===== config.mk =====
export PLATFORM = sky130hd
export DESIGN_NAME = seq_stream_ctrl_flat
export DESIGN_NICKNAME = d
export VERILOG_FILES = /design/src/rtl/seq_stream_pkg.sv /design/src/rtl/seq_stream_ctrl_if.sv /design/src/rtl/seq_stream_ctrl_pat_window.sv /design/src/rtl/seq_stream_ctrl.sv /design/src/flat_wrapper.sv
export SDC_FILE = /design/constraint.sdc
export NUM_CORES = 1
export LEC_CHECK = 0
export ABC_AREA = 1
export CAP_MARGIN = 20
export CORE_ASPECT_RATIO = 1.75
export CORE_MARGIN = 2
export CORE_UTILIZATION = 50
export CTS_CLUSTER_SIZE = 30
export DETAILED_ROUTE_END_ITERATION = 8
export PLACE_DENSITY = 0.74
export RECOVER_POWER = 25
export SYNTH_ARGS = -nofsm -noshare
export SYNTH_HDL_FRONTEND = slang
export SYNTH_SLANG_ARGS = --single-unit

===== constraint.sdc =====
create_clock -name clk -period 5.79 [get_ports clk]
set_input_delay 0.579 -clock clk [delete_from_list [all_inputs] [get_ports clk]]
set_output_delay 0.579 -clock clk [all_outputs]
set_load 0.005 [all_outputs]

===== src/rtl/seq_stream_pkg.sv =====
// Shared constants, state encoding and helpers for the serial pattern front-end.
package seq_stream_pkg;

  localparam int unsigned BYTE_W    = 8;
  localparam int unsigned IDX_W     = 3;
  localparam int unsigned DEF_PAT_W = 8;
  localparam int unsigned DEF_LEN_W = 4;
  localparam int unsigned DEF_CNT_W = 8;

  // One-hot controller states
  localparam int unsigned ST_W = 5;
  localparam logic [ST_W-1:0] ST_IDLE  = 5'b00001;
  localparam logic [ST_W-1:0] ST_ARM   = 5'b00010;
  localparam logic [ST_W-1:0] ST_WAIT  = 5'b00100;
  localparam logic [ST_W-1:0] ST_SHIFT = 5'b01000;
  localparam logic [ST_W-1:0] ST_DONE  = 5'b10000;

  typedef enum logic [ST_W-1:0] {
    S_IDLE  = ST_IDLE,
    S_ARM   = ST_ARM,
    S_WAIT  = ST_WAIT,
    S_SHIFT = ST_SHIFT,
    S_DONE  = ST_DONE
  } state_t;

  localparam logic [7:0]  RST_PAT = 8'h0D;
  localparam int unsigned RST_LEN = 4;
  localparam int unsigned RST_MAX = 0;

  // A zero length would match every bit; anything past the window is unreachable
  function automatic int unsigned clamp_len(input int unsigned len, input int unsigned pat_w);
    if (len == 0) return 1;
    if (len > pat_w) return pat_w;
    return len;
  endfunction

endpackage


===== src/rtl/seq_stream_ctrl_if.sv =====
// Byte stream handshake into the serialiser.
interface seq_stream_ctrl_if;
  import seq_stream_pkg::*;

  logic              in_valid;
  logic [BYTE_W-1:0] in_data;
  logic              in_last;
  logic              in_ready;

  modport master (output in_valid, in_data, in_last, input in_ready);
  modport slave  (input in_valid, in_data, in_last, output in_ready);
endinterface


===== src/rtl/seq_stream_ctrl_pat_window.sv =====
// Shift window with saturating fill and length-masked compare of the incoming bit.
module pat_window #(
  parameter int unsigned PAT_W = 8,
  parameter int unsigned LEN_W = 4
) (
  input  logic             clk,
  input  logic             rst,
  input  logic             clr,
  input  logic             shift_en,
  input  logic             bit_in,
  input  logic [PAT_W-1:0] pat,
  input  logic [LEN_W-1:0] len,
  output logic             match_c
);

  logic [PAT_W-1:0] window;
  logic [PAT_W-1:0] window_nx;
  logic [PAT_W-1:0] mask;
  logic [LEN_W-1:0] fill;
  logic [LEN_W-1:0] fill_inc;

  assign window_nx = {window[PAT_W-2:0], bit_in};
  assign fill_inc  = (fill >= len) ? fill : LEN_W'(fill + 1'b1);
  assign mask      = ~({PAT_W{1'b1}} << len);
  assign match_c   = shift_en && (fill_inc >= len) && ((window_nx & mask) == (pat & mask));

  always_ff @(posedge clk) begin
    if (rst || clr) begin
      window <= '0;
      fill   <= '0;
    end else if (shift_en) begin
      window <= window_nx;
      fill   <= fill_inc;
    end
  end

endmodule


===== src/rtl/seq_stream_ctrl.sv =====
// Byte-to-bit serialiser feeding the pattern detectors, with its own match counter and frame control.
module seq_stream_ctrl
  import seq_stream_pkg::*;
#(
  parameter int unsigned PAT_W = DEF_PAT_W,
  parameter int unsigned LEN_W = DEF_LEN_W,
  parameter int unsigned CNT_W = DEF_CNT_W
) (
  input  logic              clk,
  input  logic              rst,
  input  logic              cfg_we,
  input  logic [PAT_W-1:0]  cfg_pat,
  input  logic [LEN_W-1:0]  cfg_len,
  input  logic [CNT_W-1:0]  cfg_max,
  input  logic              start,
  input  logic              abort,
  seq_stream_ctrl_if.slave  stream,
  output logic              bit_out,
  output logic              bit_valid,
  output logic              hit,
  output logic [CNT_W-1:0]  hit_cnt,
  output logic              busy,
  output logic              done
);

  state_t            state;
  logic [BYTE_W-1:0] shreg;
  logic [IDX_W-1:0]  idx;
  logic              last_q;
  logic [PAT_W-1:0]  pat_q;
  logic [LEN_W-1:0]  len_q;
  logic [CNT_W-1:0]  max_q;

  logic              idle_or_done_c;
  logic              shift_en_c;
  logic              match_c;
  logic [CNT_W-1:0]  cnt_inc_c;
  logic              limit_c;
  logic              in_ready_c;
  logic              take_c;

  // The bit on the line is always the MSB of the shifter, so it leaves straight from a flop
  assign bit_out = shreg[BYTE_W-1];

  assign idle_or_done_c = (state == S_IDLE) || (state == S_DONE);
  assign shift_en_c     = (state == S_SHIFT) && !abort;
  assign cnt_inc_c      = (&hit_cnt) ? hit_cnt : CNT_W'(hit_cnt + 1'b1);
  assign limit_c        = (max_q != '0) && match_c && (cnt_inc_c == max_q);

  // Ready must see this cycle's limit hit, so it cannot be registered
  assign in_ready_c = !abort &&
                      ((state == S_WAIT) ||
                       ((state == S_SHIFT) && (idx == '0) && !last_q && !limit_c));
  assign take_c          = in_ready_c && stream.in_valid;
  assign stream.in_ready = in_ready_c;

  pat_window #(
    .PAT_W (PAT_W),
    .LEN_W (LEN_W)
  ) u_window (
    .clk      (clk),
    .rst      (rst),
    .clr      (state == S_ARM),
    .shift_en (shift_en_c),
    .bit_in   (bit_out),
    .pat      (pat_q),
    .len      (len_q),
    .match_c  (match_c)
  );

  always_ff @(posedge clk) begin
    if (rst) begin
      state     <= S_IDLE;
      shreg     <= '0;
      idx       <= '0;
      last_q    <= 1'b0;
      bit_valid <= 1'b0;
      hit       <= 1'b0;
      hit_cnt   <= '0;
      busy      <= 1'b0;
      done      <= 1'b0;
      pat_q     <= PAT_W'(RST_PAT);
      len_q     <= LEN_W'(RST_LEN);
      max_q     <= CNT_W'(RST_MAX);
    end else begin
      hit <= 1'b0;
      if (cfg_we && idle_or_done_c) begin
        pat_q <= cfg_pat;
        len_q <= LEN_W'(clamp_len(32'(cfg_len), PAT_W));
        max_q <= cfg_max;
      end
      if (abort) begin
        state     <= S_IDLE;
        bit_valid <= 1'b0;
        busy      <= 1'b0;
        done      <= 1'b0;
      end else begin
        case (state)
          S_IDLE, S_DONE: begin
            if (start) begin
              state <= S_ARM;
              busy  <= 1'b1;
              done  <= 1'b0;
            end
          end
          S_ARM: begin
            state   <= S_WAIT;
            hit_cnt <= '0;
          end
          S_WAIT: begin
            if (take_c) begin
              shreg     <= stream.in_data;
              idx       <= IDX_W'(BYTE_W - 1);
              last_q    <= stream.in_last;
              state     <= S_SHIFT;
              bit_valid <= 1'b1;
            end
          end
          S_SHIFT: begin
            hit <= match_c;
            if (match_c) hit_cnt <= cnt_inc_c;
            if (limit_c) begin
              state     <= S_DONE;
              bit_valid <= 1'b0;
              busy      <= 1'b0;
              done      <= 1'b1;
            end else if (idx == '0) begin
              if (take_c) begin
                shreg  <= stream.in_data;
                idx    <= IDX_W'(BYTE_W - 1);
                last_q <= stream.in_last;
              end else if (last_q) begin
                state     <= S_DONE;
                bit_valid <= 1'b0;
                busy      <= 1'b0;
                done      <= 1'b1;
              end else begin
                state     <= S_WAIT;
                bit_valid <= 1'b0;
              end
            end else begin
              shreg <= {shreg[BYTE_W-2:0], 1'b0};
              idx   <= IDX_W'(idx - 1'b1);
            end
          end
          default: state <= S_IDLE;
        endcase
      end
    end
  end

endmodule


===== src/flat_wrapper.sv =====
// flat-port wrapper written by rule: the top's interface ports become plain ports
module seq_stream_ctrl_flat import seq_stream_pkg::*;
#(
  parameter int unsigned PAT_W = DEF_PAT_W,
  parameter int unsigned LEN_W = DEF_LEN_W,
  parameter int unsigned CNT_W = DEF_CNT_W
)
  (clk, rst, cfg_we, cfg_pat, cfg_len, cfg_max, start, abort, bit_out, bit_valid, hit, hit_cnt, busy, done, stream_in_valid, stream_in_data, stream_in_last, stream_in_ready);
  seq_stream_ctrl_if stream_i ();
  input  logic clk;
  input  logic rst;
  input  logic cfg_we;
  input  logic [PAT_W-1:0] cfg_pat;
  input  logic [LEN_W-1:0] cfg_len;
  input  logic [CNT_W-1:0] cfg_max;
  input  logic start;
  input  logic abort;
  output logic bit_out;
  output logic bit_valid;
  output logic hit;
  output logic [CNT_W-1:0] hit_cnt;
  output logic busy;
  output logic done;
  input wire logic [$bits(stream_i.in_valid)-1:0] stream_in_valid;
  input wire logic [$bits(stream_i.in_data)-1:0] stream_in_data;
  input wire logic [$bits(stream_i.in_last)-1:0] stream_in_last;
  output wire logic [$bits(stream_i.in_ready)-1:0] stream_in_ready;
  assign stream_i.in_valid = stream_in_valid;
  assign stream_i.in_data = stream_in_data;
  assign stream_i.in_last = stream_in_last;
  assign stream_in_ready = stream_i.in_ready;
  seq_stream_ctrl #(.PAT_W(PAT_W), .LEN_W(LEN_W), .CNT_W(CNT_W)) u_core (.clk(clk), .rst(rst), .cfg_we(cfg_we), .cfg_pat(cfg_pat), .cfg_len(cfg_len), .cfg_max(cfg_max), .start(start), .abort(abort), .stream(stream_i), .bit_out(bit_out), .bit_valid(bit_valid), .hit(hit), .hit_cnt(hit_cnt), .busy(busy), .done(done));
endmodule

==> summary.txt <==
Setup path
  – Crit. End Element: output pin
  – Cells along the critical path: inv_1 -> ha_1 -> inv_1 -> nor2_1 -> o211ai_1 -> nand3_1 -> nor4_1 -> xor2_1 -> ha_1 -> a21oi_1 -> nand3_1 -> nand2_1 -> inv_1 -> nand3_1 -> nor2_1 -> nand3_2 -> nand2_2 -> a21oi_1 -> clkdlybuf4s50_1
  – Crit path kind: reg -> out
  – Critical Path Start: u_core.len_q[1]$_SDFFE_PP0P_
  – WP data arrival: 4.08 ns
  – FF-to-FF Start: u_core.len_q[1]$_SDFFE_PP0P_
  – CP Buf/Inv Count: 4
  – Max stage delay on crit path: 0.51 ns
  – Largest delay share family, worst path: simple AND/OR/NAND/NOR gates
  – CP required: 5.21 ns
  – Startpoint type of the worst setup path: flop
  – CP max stage cell: clkdlybuf4s50_1
  – Worst Path Max Fanout: 10

Clocking
  – Post-CTS Setup Inserts: 0
  – Worst-case clock buffer depth: 2
  – Root Driver: clkbuf_16
  – Hold buffer count at CTS: 0
  – CTS sink count: 60
  – CTS Buf Count: 9
  – CTS tree: done
  – Clock latency on the worst-skew pair: 0.33 ns
  – H-tree depth: 3
  – Reg clk slew, reported paths: 0.05 ns
  – Post-CTS sizing: 0

Global route
  – Initial antenna violation count: 0
  – Largest net degree at the start of global routing: 34
  – Total Routing Usage GR: 24.4%
  – First-pass GRT wire length: 14,100 um
  – Gr ovfl total: 0
  – Vias in the first global route: 3,274

Placed design
  – RePlAce Congestion: 0.931
  – Post-DP Area: 3920 um2
  – DP Wirelength: 6250 um
  – # port buffers: 48

Final layout
  – Antenna diode count: 0
  – Fraction of layout cells with a size suffix above 1: 6.91%
  – Final Cell Area: 4180 um2
  – FILL cells: 605
  – Area Overhead vs Synth: 23.6%
  – Fin nets: 592

Run
  – Number of max-cap violations: 0

Die
  – Starting Density: 51.7%
  – Die ar.: 7460 um2
  – Num rows: 39
  – Die Width: 66.2 um
  – Total core area: 6540 um2
  – Die H: 113 um
  – IO Pins: 49

Synthesis
  – Mapped cell area: 3380 um2
  – Yosys cell types: 36
  – Post-synth ARST share: 0%
  – Sequential area share after synthesis: 35.5%
  – Synth Register Bits: 60
  – Post-synth EDFFs: 0
  – Yosys top cell by area: dfxtp_1
  – Syn_area_per_cell: 6.82 um2
  – Post-synth top area share: 35.5%
  – Synth Flop Type: dfxtp_1
  – Top post-synthesis cells by area: dfxtp_1 36%, nand2_1 14%, nand3_1 8.3%
  – Cell count after synthesis: 496
  – Post-synth top cells: 128 x nand2_1, 67 x inv_1, 60 x dfxtp_1
  – Post-Syn Nets: 543
  – Most frequent cell after synthesis: nand2_1
  – Yosys Warn Count: 0

Power and ir drop
  – P per Cell Area: 246 nW/um2
  – VDD IR max: 0.239 mV
  – Static leakage: 1.93 nW

Timing
  – Fmax: 214 MHz
  – Hold Violations, Final: 0
  – Minimum clock period: 4.66 ns
  – Slew margin rel.: 12.2%
  – Clock skew: 0.00502 ns
  – Fin. max-slew vios: 0
  – Final Cycle Share: 80.5%
  – Worst slew pin tran: 1.32 ns
  – Setup TNS: 0 ns
  – RSZ-0062 raised after global routing: false
  – Endpoints failing setup: 0

Detailed routing
  – DR vias: 3,326
  – Pre-Repair DR Iteration Count: 4
  – Antenna Nets Post-Route: 0
  – Drt total wl: 8300 um
  – Post-route DRC: 0
  – DR vias/cell: 5.26
  – Drt wl/cell: 13.1 um
  – Initial drt markers: 237

Run status
  – Status: finished clean

Min path
  – Worst hold path class: reg -> reg
  – Hold_sp: u_core.busy$_SDFFE_PP0P_
-- where the power goes --
group	leakage [nW]	internal (mW)	total [mW]	switching (mW)
Sequential	0.488	0.428	0.436	0.00813
Clock	0.131	0.299	0.473	0.174
Combinational	1.31	0.0502	0.121	0.0703
Total	1.93	0.777	1.03	0.252
-- kinds of logic (layout without fill, tap and decap cells) --
group	count (synthesis)	count (layout)	synth area share [%]
XOR/XNOR	7	7	1.81
flip-flops	60	60	35.5
AO/OA/AOI/OAI	83	83	13.0
buffers and inverters	82	136	9.59
AND/OR/NAND/NOR	252	252	35.6
adder cells (fa/ha/maj)	12	12	4.44
-- final timing paths --
check                                 end  slack (ns)  cells past startpoint
max                       stream_in_ready        1.13                     19
max reg2reg  u_core.shreg[4]$_SDFFE_PP0P_        1.69                     25
min reg2reg      u_core.busy$_SDFFE_PP0P_        0.45                      2
min              u_core.busy$_SDFFE_PP0P_        0.45                      2
-- tightest hold or removal path, delay by kind of cell (launching register included) --
kind / cells / cell delay [ns]
compound gates: 1 / 0.05
buf+inv: 1 / 0.05
flops: 1 / 0.31
-- registers in the layout (all words and copies together), names as in the netlist --
| register | count |
|---|---|
| u_core.hit_cnt | 8 |
| u_core.max_q | 8 |
| u_core.busy | 1 |
| u_core.u_window.window | 7 |
| u_core.hit | 1 |
| u_core.len_q | 4 |
| u_core.idx | 3 |
| u_core.shreg | 8 |
| u_core.last_q | 1 |
| u_core.u_window.fill | 4 |
| u_core.state | 5 |
| u_core.bit_valid | 1 |
| u_core.done | 1 |
| u_core.pat_q | 8 |
-- cells in the final DEF (no fill, tap or decap), drive strengths merged, types with 2 or more instances in the layout --
cell type / Yosys / final
ha: 12 / 12
nand3: 60 / 60
nand4: 15 / 15
inv: 69 / 69
clkdlybuf4s50: 0 / 35
nor3: 6 / 6
clkbuf: 8 / 15
o21ai: 28 / 28
nor4: 2 / 2
a21oi: 47 / 47
o211ai: 2 / 2
nand2: 136 / 136
xor2: 6 / 6
dfxtp: 60 / 60
clkinv: 1 / 3
a31oi: 2 / 2
dlygate4sd3: 0 / 13
nor2: 32 / 32
-- final cells by class --
| class | instances | area (um2) | area share (%) |
|---|---|---|---|
| inverters | 70 | 268 | 6.41 |
| multi-input cells | 354 | 1850 | 44.3 |
| well taps | 82 | 103 | 2.45 |
| clock inverters | 2 | 10.0 | 0.239 |
| repair buffers | 50 | 492 | 11.8 |
| flip-flops and latches | 60 | 1200 | 28.7 |
| clock buffers | 14 | 254 | 6.08 |
-- through the flow --
step	std cells	utilization [%]	setup slack, ns	hold slack [ns]	total power [mW]
2_1_floorplan	496	-	2.45	0.438	0.516
3_3_place_gp	616	60.0	1.68	0.433	0.563
3_5_place_dp	616	60.0	1.54	0.443	0.565
4_1_cts	632	64.0	1.12	0.456	1.04
5_1_grt	632	63.9	0.747	0.473	1.08
6_report	632	63.9	1.13	0.448	1.03
-- per-layer routing --
layer  up-vias  track usage, %  share of wire (%)
met5         -               0                  0
met3        22            5.96                4.5
li1       1721               -                  -
met4         0            11.8                3.0
met1      1501            26.4                 39
met2        82            42.9                 53
(Power assumes the default switching activity.)
